--- src/rtl/imem_arb_pkg.sv ---
// rtl/imem_arb_pkg.sv - shared state encoding and default sizing for the instruction-memory arbiter
package imem_arb_pkg;

  typedef enum logic [1:0] {
    LOAD  = 2'd0,
    RUN   = 2'd1,
    PATCH = 2'd2
  } arb_state_e;

  localparam int DEF_ADDR_W    = 10;
  localparam int DEF_DATA_W    = 32;
  localparam int DEF_MAX_BURST = 16;
  localparam int DEF_RUN_MIN   = 4;

endpackage

--- src/rtl/imem_arbiter_if.sv ---
// rtl/imem_arbiter_if.sv - fetch, loader and memory-side bundle between the arbiter and its neighbours
interface imem_arbiter_if
  import imem_arb_pkg::*;
#(
  parameter int ADDR_W = DEF_ADDR_W,
  parameter int DATA_W = DEF_DATA_W
) ();

  logic              fetch_req;
  logic [ADDR_W-1:0] fetch_addr;
  logic              fetch_valid;
  logic [DATA_W-1:0] fetch_rdata;
  logic              cpu_stall;

  logic              ld_valid;
  logic              ld_ready;
  logic [ADDR_W-1:0] ld_addr;
  logic [DATA_W-1:0] ld_data;
  logic              ld_done;

  logic              mem_en;
  logic              mem_we;
  logic [ADDR_W-1:0] mem_addr;
  logic [DATA_W-1:0] mem_wdata;
  logic [DATA_W-1:0] mem_rdata;

  // slave = arbiter; master = core, loader and memory array around it
  modport slave (
    input  fetch_req, fetch_addr, ld_valid, ld_addr, ld_data, ld_done, mem_rdata,
    output fetch_valid, fetch_rdata, cpu_stall, ld_ready,
           mem_en, mem_we, mem_addr, mem_wdata
  );

  modport master (
    output fetch_req, fetch_addr, ld_valid, ld_addr, ld_data, ld_done, mem_rdata,
    input  fetch_valid, fetch_rdata, cpu_stall, ld_ready,
           mem_en, mem_we, mem_addr, mem_wdata
  );

endinterface

--- src/rtl/imem_arb_stat_cnt.sv ---
// rtl/imem_arb_stat_cnt.sv - saturating event counter used for stall statistics
module imem_arb_stat_cnt #(
  parameter int W = 32
) (
  input  logic         i_clk,
  input  logic         i_reset,
  input  logic         i_inc,
  output logic [W-1:0] o_count
);

  logic [W-1:0] r_count;

  always_ff @(posedge i_clk) begin
    if (i_reset) begin
      r_count <= '0;
    end else if (i_inc && (r_count != '1)) begin
      r_count <= r_count + W'(1);
    end
  end

  assign o_count = r_count;

endmodule

--- src/rtl/imem_arbiter.sv ---
// rtl/imem_arbiter.sv - single-port imem arbiter: LOAD fill, RUN fetch, bounded PATCH bursts
// IMEM_ARB_STATS_EN builds the stall-cycle counter; otherwise o_stall_cycles is tied to 0.
module imem_arbiter
  import imem_arb_pkg::*;
#(
  parameter int ADDR_W    = DEF_ADDR_W,
  parameter int DATA_W    = DEF_DATA_W,
  parameter int MAX_BURST = DEF_MAX_BURST,
  parameter int RUN_MIN   = DEF_RUN_MIN
) (
  input  logic         i_clk,
  input  logic         i_reset,
  imem_arbiter_if.slave bus,
  output logic [31:0]  o_stall_cycles
);

  localparam int BW = $clog2(MAX_BURST + 1);
  localparam int RW = $clog2(RUN_MIN + 1);
  localparam logic [BW-1:0] BURST_ONE  = BW'(1);
  localparam logic [BW-1:0] BURST_LAST = BW'(MAX_BURST - 1);
  localparam logic [BW-1:0] BURST_MAX  = BW'(MAX_BURST);
  localparam logic [RW-1:0] RUN_ONE    = RW'(1);
  localparam logic [RW-1:0] RUN_SAT    = RW'(RUN_MIN);
  // A patch may start in the RUN_MIN-th RUN cycle, so RUN_MIN cycles always separate bursts
  localparam logic [RW-1:0] RUN_GO     = RW'(RUN_MIN - 1);

  arb_state_e        r_state;
  arb_state_e        w_next_state;
  logic [BW-1:0]     r_burst_cnt;
  logic [RW-1:0]     r_run_cnt;
  logic              r_fetch_valid;
  logic [DATA_W-1:0] r_rdata_hold;

  logic              w_cpu_stall;
  logic              w_ld_ready;
  logic              w_mem_en;
  logic              w_mem_we;
  logic [ADDR_W-1:0] w_mem_addr;
  logic [DATA_W-1:0] w_mem_wdata;
  logic              w_fetch_grant;

  always_ff @(posedge i_clk) begin
    if (i_reset) begin
      r_state <= LOAD;
    end else begin
      r_state <= w_next_state;
    end
  end

  always_comb begin
    w_next_state  = r_state;
    w_cpu_stall   = 1'b1;
    w_ld_ready    = 1'b0;
    w_mem_en      = 1'b0;
    w_mem_we      = 1'b0;
    w_mem_addr    = '0;
    w_mem_wdata   = '0;
    w_fetch_grant = 1'b0;
    case (r_state)
      LOAD: begin
        w_ld_ready = 1'b1;
        if (bus.ld_valid) begin
          w_mem_en    = 1'b1;
          w_mem_we    = 1'b1;
          w_mem_addr  = bus.ld_addr;
          w_mem_wdata = bus.ld_data;
        end
        if (bus.ld_done) w_next_state = RUN;
      end
      RUN: begin
        w_cpu_stall = 1'b0;
        if (bus.fetch_req) begin
          w_mem_en      = 1'b1;
          w_mem_addr    = bus.fetch_addr;
          w_fetch_grant = 1'b1;
        end
        if (bus.ld_valid && (r_run_cnt >= RUN_GO)) w_next_state = PATCH;
      end
      PATCH: begin
        w_ld_ready = 1'b1;
        if (bus.ld_valid) begin
          w_mem_en    = 1'b1;
          w_mem_we    = 1'b1;
          w_mem_addr  = bus.ld_addr;
          w_mem_wdata = bus.ld_data;
        end
        if (!bus.ld_valid || bus.ld_done || (r_burst_cnt == BURST_LAST)) w_next_state = RUN;
      end
      default: w_next_state = LOAD;
    endcase
    // reset must silence the memory port in the very cycle it is raised
    if (i_reset) begin
      w_cpu_stall   = 1'b1;
      w_ld_ready    = 1'b0;
      w_mem_en      = 1'b0;
      w_mem_we      = 1'b0;
      w_mem_addr    = '0;
      w_mem_wdata   = '0;
      w_fetch_grant = 1'b0;
    end
  end

  always_ff @(posedge i_clk) begin
    if (i_reset) begin
      r_burst_cnt   <= '0;
      r_run_cnt     <= '0;
      r_fetch_valid <= 1'b0;
      r_rdata_hold  <= '0;
    end else begin
      r_fetch_valid <= w_fetch_grant;
      if (r_fetch_valid) r_rdata_hold <= bus.mem_rdata;
      if (r_state != PATCH) begin
        r_burst_cnt <= '0;
      end else if (bus.ld_valid && (r_burst_cnt != BURST_MAX)) begin
        r_burst_cnt <= r_burst_cnt + BURST_ONE;
      end
      if (r_state != RUN) begin
        r_run_cnt <= '0;
      end else if (r_run_cnt != RUN_SAT) begin
        r_run_cnt <= r_run_cnt + RUN_ONE;
      end
    end
  end

  assign bus.cpu_stall   = w_cpu_stall;
  assign bus.ld_ready    = w_ld_ready;
  assign bus.mem_en      = w_mem_en;
  assign bus.mem_we      = w_mem_we;
  assign bus.mem_addr    = w_mem_addr;
  assign bus.mem_wdata   = w_mem_wdata;
  assign bus.fetch_valid = r_fetch_valid && !i_reset;
  assign bus.fetch_rdata = i_reset ? '0 : (r_fetch_valid ? bus.mem_rdata : r_rdata_hold);

`ifdef IMEM_ARB_STATS_EN
  logic [31:0] w_stall_cnt;

  imem_arb_stat_cnt #(.W(32)) u_stat_cnt (
    .i_clk   (i_clk),
    .i_reset (i_reset),
    .i_inc   (w_cpu_stall),
    .o_count (w_stall_cnt)
  );

  assign o_stall_cycles = i_reset ? 32'd0 : w_stall_cnt;
`else
  assign o_stall_cycles = 32'd0;
`endif

endmodule

--- src/flat_wrapper.sv ---
// flat-port wrapper written by rule: the top's interface ports become plain ports
module imem_arbiter_flat import imem_arb_pkg::*;
#(
  parameter int ADDR_W    = DEF_ADDR_W,
  parameter int DATA_W    = DEF_DATA_W,
  parameter int MAX_BURST = DEF_MAX_BURST,
  parameter int RUN_MIN   = DEF_RUN_MIN
)
  (i_clk, i_reset, o_stall_cycles, bus_fetch_req, bus_fetch_addr, bus_ld_valid, bus_ld_addr, bus_ld_data, bus_ld_done, bus_mem_rdata, bus_fetch_valid, bus_fetch_rdata, bus_cpu_stall, bus_ld_ready, bus_mem_en, bus_mem_we, bus_mem_addr, bus_mem_wdata);
  imem_arbiter_if #(.ADDR_W(ADDR_W), .DATA_W(DATA_W)) bus_i ();
  input  logic i_clk;
  input  logic i_reset;
  output logic [31:0] o_stall_cycles;
  input wire logic [$bits(bus_i.fetch_req)-1:0] bus_fetch_req;
  input wire logic [$bits(bus_i.fetch_addr)-1:0] bus_fetch_addr;
  input wire logic [$bits(bus_i.ld_valid)-1:0] bus_ld_valid;
  input wire logic [$bits(bus_i.ld_addr)-1:0] bus_ld_addr;
  input wire logic [$bits(bus_i.ld_data)-1:0] bus_ld_data;
  input wire logic [$bits(bus_i.ld_done)-1:0] bus_ld_done;
  input wire logic [$bits(bus_i.mem_rdata)-1:0] bus_mem_rdata;
  output wire logic [$bits(bus_i.fetch_valid)-1:0] bus_fetch_valid;
  output wire logic [$bits(bus_i.fetch_rdata)-1:0] bus_fetch_rdata;
  output wire logic [$bits(bus_i.cpu_stall)-1:0] bus_cpu_stall;
  output wire logic [$bits(bus_i.ld_ready)-1:0] bus_ld_ready;
  output wire logic [$bits(bus_i.mem_en)-1:0] bus_mem_en;
  output wire logic [$bits(bus_i.mem_we)-1:0] bus_mem_we;
  output wire logic [$bits(bus_i.mem_addr)-1:0] bus_mem_addr;
  output wire logic [$bits(bus_i.mem_wdata)-1:0] bus_mem_wdata;
  assign bus_i.fetch_req = bus_fetch_req;
  assign bus_i.fetch_addr = bus_fetch_addr;
  assign bus_i.ld_valid = bus_ld_valid;
  assign bus_i.ld_addr = bus_ld_addr;
  assign bus_i.ld_data = bus_ld_data;
  assign bus_i.ld_done = bus_ld_done;
  assign bus_i.mem_rdata = bus_mem_rdata;
  assign bus_fetch_valid = bus_i.fetch_valid;
  assign bus_fetch_rdata = bus_i.fetch_rdata;
  assign bus_cpu_stall = bus_i.cpu_stall;
  assign bus_ld_ready = bus_i.ld_ready;
  assign bus_mem_en = bus_i.mem_en;
  assign bus_mem_we = bus_i.mem_we;
  assign bus_mem_addr = bus_i.mem_addr;
  assign bus_mem_wdata = bus_i.mem_wdata;
  imem_arbiter #(.ADDR_W(ADDR_W), .DATA_W(DATA_W), .MAX_BURST(MAX_BURST), .RUN_MIN(RUN_MIN)) u_core (.i_clk(i_clk), .i_reset(i_reset), .bus(bus_i), .o_stall_cycles(o_stall_cycles));
endmodule
--- config.mk ---
export PLATFORM = sky130hd
export DESIGN_NAME = imem_arbiter_flat
export DESIGN_NICKNAME = d
export VERILOG_FILES = /design/src/rtl/imem_arb_pkg.sv /design/src/rtl/imem_arbiter_if.sv /design/src/rtl/imem_arb_stat_cnt.sv /design/src/rtl/imem_arbiter.sv /design/src/flat_wrapper.sv
export SDC_FILE = /design/constraint.sdc
export NUM_CORES = 1
export LEC_CHECK = 0
export ABC_AREA = 0
export BUFFER_PORTS_ARGS = -buffer_cell sky130_fd_sc_hd__buf_4
export CAP_MARGIN = 30
export CORE_MARGIN = 3
export CORE_UTILIZATION = 41
export CTS_CLUSTER_DIAMETER = 150
export CTS_CLUSTER_SIZE = 16
export DETAILED_ROUTE_END_ITERATION = 8
export HOLD_SLACK_MARGIN = 0.02
export PLACE_DENSITY_LB_ADDON = 0.05
export SYNTH_ARGS = -nofsm -noshare
export SYNTH_HDL_FRONTEND = slang
export SYNTH_SLANG_ARGS = --single-unit
--- constraint.sdc ---
create_clock -name i_clk -period 4 [get_ports i_clk]
set_clock_uncertainty 0.05 [all_clocks]
set_input_delay 0.4 -clock i_clk [delete_from_list [all_inputs] [get_ports i_clk]]
set_output_delay 0.4 -clock i_clk [all_outputs]
set_load 0.01 [all_outputs]
Word level (Yosys, flattened, before mapping) --
Index checks and enable logic that the tools add are counted.
Storage, ports and cells: register bits 43, output and inout bits 111
Cells by class: add/sub/neg operators 2, $lt $le $gt $ge 1, eq/ne operators 10, multiplexer cells 23, bitwise gates (word level) 1, reduce and logical (&&, ||, !) cells 13
Operators by type and width (count):
- $mux 32 | 5
- $mux 10 | 3
- $pmux 10 s2 | 1
- $mux 1 | 9
- $reduce_or 2->1 | 4
- $mux 2 | 3
- $ne 2x1->1 const B | 3
- $pmux 2 s3 | 1
- $add 5x1->5 const B | 1
- $eq 5x4->1 const B | 1
- $ne 5x5->1 const B | 1
- $ne 2x2->1 const B | 2
- $add 3x1->3 const B | 1
- $ge 3x2->1 const B | 1
- $logic_and 1x1->1 | 3
- $ne 3x3->1 const B | 1
- $reduce_and 3->1 | 1
- $eq 2x1->1 const B | 1
- $eq 2x2->1 const B | 1
- $logic_not 1->1 | 2
- $logic_not 2->1 | 1
- $logic_or 1x1->1 | 2
- $pmux 1 s2 | 1
- $not 1->1 | 1

Longest topological paths before layout --
depth after elaboration 5, gate-level depth with buffers 6

Worst setup path after synthesis --
OpenSTA, ideal clock, no wires.
kind input port to output port, start input i_reset, end output bus_mem_wdata[22], data arrival time 1151 ps, data required time 3550 ps, path slack 2399 ps, stages 3, buffers on the path 1, cell sequence nor2_1 clkbuf_1 and3_1
On the way: longest elaborated chain between the ends 1
RTL lines:
- from (decl) | RTL line flat_wrapper.sv:12 | input logic i_reset;
- $mux 32 | RTL line imem_arbiter.sv:92 | if (i_reset) begin
- to (decl) | RTL line flat_wrapper.sv:28 | output wire logic [$bits(bus_i.mem_wdata)-1:0] bus_mem_wdata;
Every way passes these cells.

Final worst setup path --
start register u_core.r_fetch_valid, end output bus_fetch_rdata[27]
On the way: longest elaborated chain between the ends 2
RTL lines:
- from (decl) | RTL line imem_arbiter.sv:31 | logic r_fetch_valid;
- from (signal assigned) | RTL line imem_arbiter.sv:110 | r_fetch_valid <= w_fetch_grant;
- $mux 32 (2 in a row)
- to (decl) | RTL line flat_wrapper.sv:22 | output wire logic [$bits(bus_i.fetch_rdata)-1:0] bus_fetch_rdata;
Every way passes these cells.

==> metrics.cfg <==
[route]
wl_um=6550
ant_nets=0
first_pass_iters=4
wl_per_cell_um=13.3
drc_errors=0
vias=2306
drt_iter0_markers=84
vias_per_cell=4.68

[sta]
fin_tns_setup_ns=0
tightest_slew_ns=0.975
final_hold_viol_count=0
final.period_utilization=0.561
post-route-min-period_ns=2.24
slew_viol_final=0
maxSlewHeadroom=0.350
final-setup-viol-count=0
fmax_ghz=0.446
grt_setup_unrepaired=false

[critical_path]
r2r_cells=6
crit_required_ns=3.55
cp.arrival_ns=1.79
slowest_delay_ns=0.97
cp_max_fo=33
slowest_stage=dfxtp_2
setup.worst_path.start_class=register
path_class=reg2out
end_kind=output pin
reg2reg_from=u_core.r_burst_cnt[0]
worstReg2RegEnd=u_core.r_state[0]
path_cells=mux2i_1, nor2_1, buf_4
ff2ff_setup_slack_ns=2.45

[global_routing]
grt_pass1_vias=2174
track_usage=0.185
antenna_found_initial=0
grt_max_degree=43
grt_pass1_wl_um=9670
grt-ovfl-total=0

[synthesis]
synthSimpleGateAreaFrac=0.225
yosys_most_used_dff=dfxtp_1
ys_seq_area_frac=0.374
syn_avg_cell_area_sq_um=8.63
synthDistinctLibCells=35
synth-xor-area-share=0.00760
synth_top_family_by_area=simple AND/OR/NAND/NOR gates
synth_compound_area_frac=0.0701
synth-edff-count=0
async_flop_share=0
synth-seq-cells=43
yosys.area_share.adder=0.0326
yosys_warnings=0
netlist_instances=267
synth.cell_area_sq_um=2300
synthMuxAreaShare=0.139

[die]
start_util=0.437
io_pins=200
die_x_um=81.0
core_area_sq_um=5270
die_y_um=81.0
row_count=26
die_area_sq_um=6550

[clocking]
cts.sinks=43
clk_pin_slew_ns=0.08
cts_buffers=5
worstSkewPairLatency_ns=0.29
htree_levels=2
cts_tree=built
clock-root-buffer=clkbuf_8
clock_path_buffers=2
postCtsHoldBufs=0
cts-resized-gates=0
postCtsSetupRepairBufs=0

[placement]
portBuffers=167
gp_congestion=0.730
placedCellCount=485
dpl.hpwl_um=5150

[layout]
syn2layout_area_growth_pct=54.2
n_fill_cell=463
nets=517
drive_gt1_frac=0.421
finalNonFillerCells=493
diodes=0

[worst_hold_path]
hold_path.class=in2reg
min_from=bus_mem_rdata[28]
holdPathEnd=u_core.r_rdata_hold[28]
hold_path_depth=3

[job]
timing.max_cap.violations=0

[power]
power.share.combinational=0.232
p_leak_nw=1.84
power_switching_uw=251
p_sw_frac=0.257
sequentialPowerShare=0.465
pwr_density_cell_nw_per_um2=274
p_int_uw=724
p_clk_frac=0.303
peakVddDrop_v=0.000152

[status]
run_status=finished clean

per-layer routing:
| metal | global-route usage | wire [um] | vias up |
|---|---|---|---|
| met1 | 0.198 | 2290 | 1024 |
| met5 | 0 | 0 | - |
| met4 | 0.0726 | 134 | 0 |
| met2 | 0.330 | 3330 | 113 |
| li1 | - | - | 1157 |
| met3 | 0.0676 | 794 | 12 |
final cells by class:
cell class | instances | area (sq um) | share of cell area
Tap cell | 70 | 87.6 | 0.0247
Multi-Input combinational cell | 197 | 1210 | 0.342
Inverter | 7 | 26.3 | 0.00740
Timing Repair Buffer | 168 | 1260 | 0.355
Sequential cell | 43 | 862 | 0.243
Clock buffer | 8 | 100 | 0.0282
layout by cell type (no fill, tap or decap), drive strengths merged, types with 2 or more instances in the layout:
cell type,Yosys,final
a21o,2,2
a21oi,5,5
a22oi,10,10
and3,33,33
buf,40,168
clkbuf,11,8
conb,1,32
dfxtp,43,43
ha,6,6
inv,7,7
mux2i,32,32
nand2,4,4
nand3,3,3
nor2,47,47
nor2b,3,3
nor3,2,2
o21ai,3,3
worst max-delay path, delay by kind of cell (launching register included):
family | cells | cell delay [ns]
multiplexers | 1 | 0.28
flip-flops | 1 | 0.97
AND/OR/NAND/NOR | 1 | 0.08
buffers and inverters | 1 | 0.16
cell usage after synthesis (2+ instances only):
master	instances	share of area
o21ai_0	3	0.0065
dfxtp_1	43	0.37
buf_4	32	0.10
clkbuf_1	11	0.018
nor2b_1	3	0.0081
a21o_1	2	0.0065
nand3_1	3	0.0065
ha_1	6	0.033
nor2_1	47	0.077
buf_2	6	0.013
a21oi_1	5	0.011
mux2i_1	32	0.14
and3_1	33	0.090
inv_1	7	0.011
nand2_1	4	0.0065
a22oi_1	10	0.033
buf_1	2	0.0033
power by group through the flow:
stage          registers, mW  clock network [mW]  logic [mW]
2_1_floorplan          0.455                   0       0.131
3_3_place_gp           0.463                   0       0.224
3_5_place_dp           0.463                   0       0.227
4_1_cts                0.453               0.305       0.227
5_1_grt                0.455               0.321       0.249
6_report               0.453               0.295       0.226
per-stage QoR:
stage	area (sq um)	total power [mW]	worst slack, ns	util	hold WS, ns
finish	3550	0.974	1.76	0.674	0.342
global route	3550	1.02	1.59	0.674	0.350
CTS	3550	0.986	1.73	0.674	0.335
detailed placement	3450	0.690	2.05	0.655	0.449
global placement	3450	0.687	2.07	0.655	0.438
floorplan	2420	0.586	2.40	-	0.419
worst max-delay path by stage:
stage,from,to,depth (start not counted)
2_1_floorplan,i_reset,bus_mem_wdata[22],3
3_3_place_gp,u_core.r_fetch_valid,bus_fetch_rdata[28],3
3_5_place_dp,u_core.r_fetch_valid,bus_fetch_rdata[31],3
4_1_cts,u_core.r_fetch_valid,bus_fetch_rdata[31],3
5_1_grt,u_core.r_fetch_valid,bus_fetch_rdata[16],3
6_report,u_core.r_fetch_valid,bus_fetch_rdata[27],3
registers in the layout, summed over array words and instances, names as in the netlist:
name	flops
u_core.r_state	2
u_core.r_run_cnt	3
u_core.r_fetch_valid	1
u_core.r_burst_cnt	5
u_core.r_rdata_hold	32
kinds of logic after synthesis:
group                      Yosys count
adders and majority gates            6
muxes                               32
and+or+nand+nor                    101
AOI/OAI and AO/OA                   24
other                                1
DFF                                 43
xor gates and xnor gates             2
buffers and inverters               58
No activity file was read; power rests on OpenSTA's default activity.
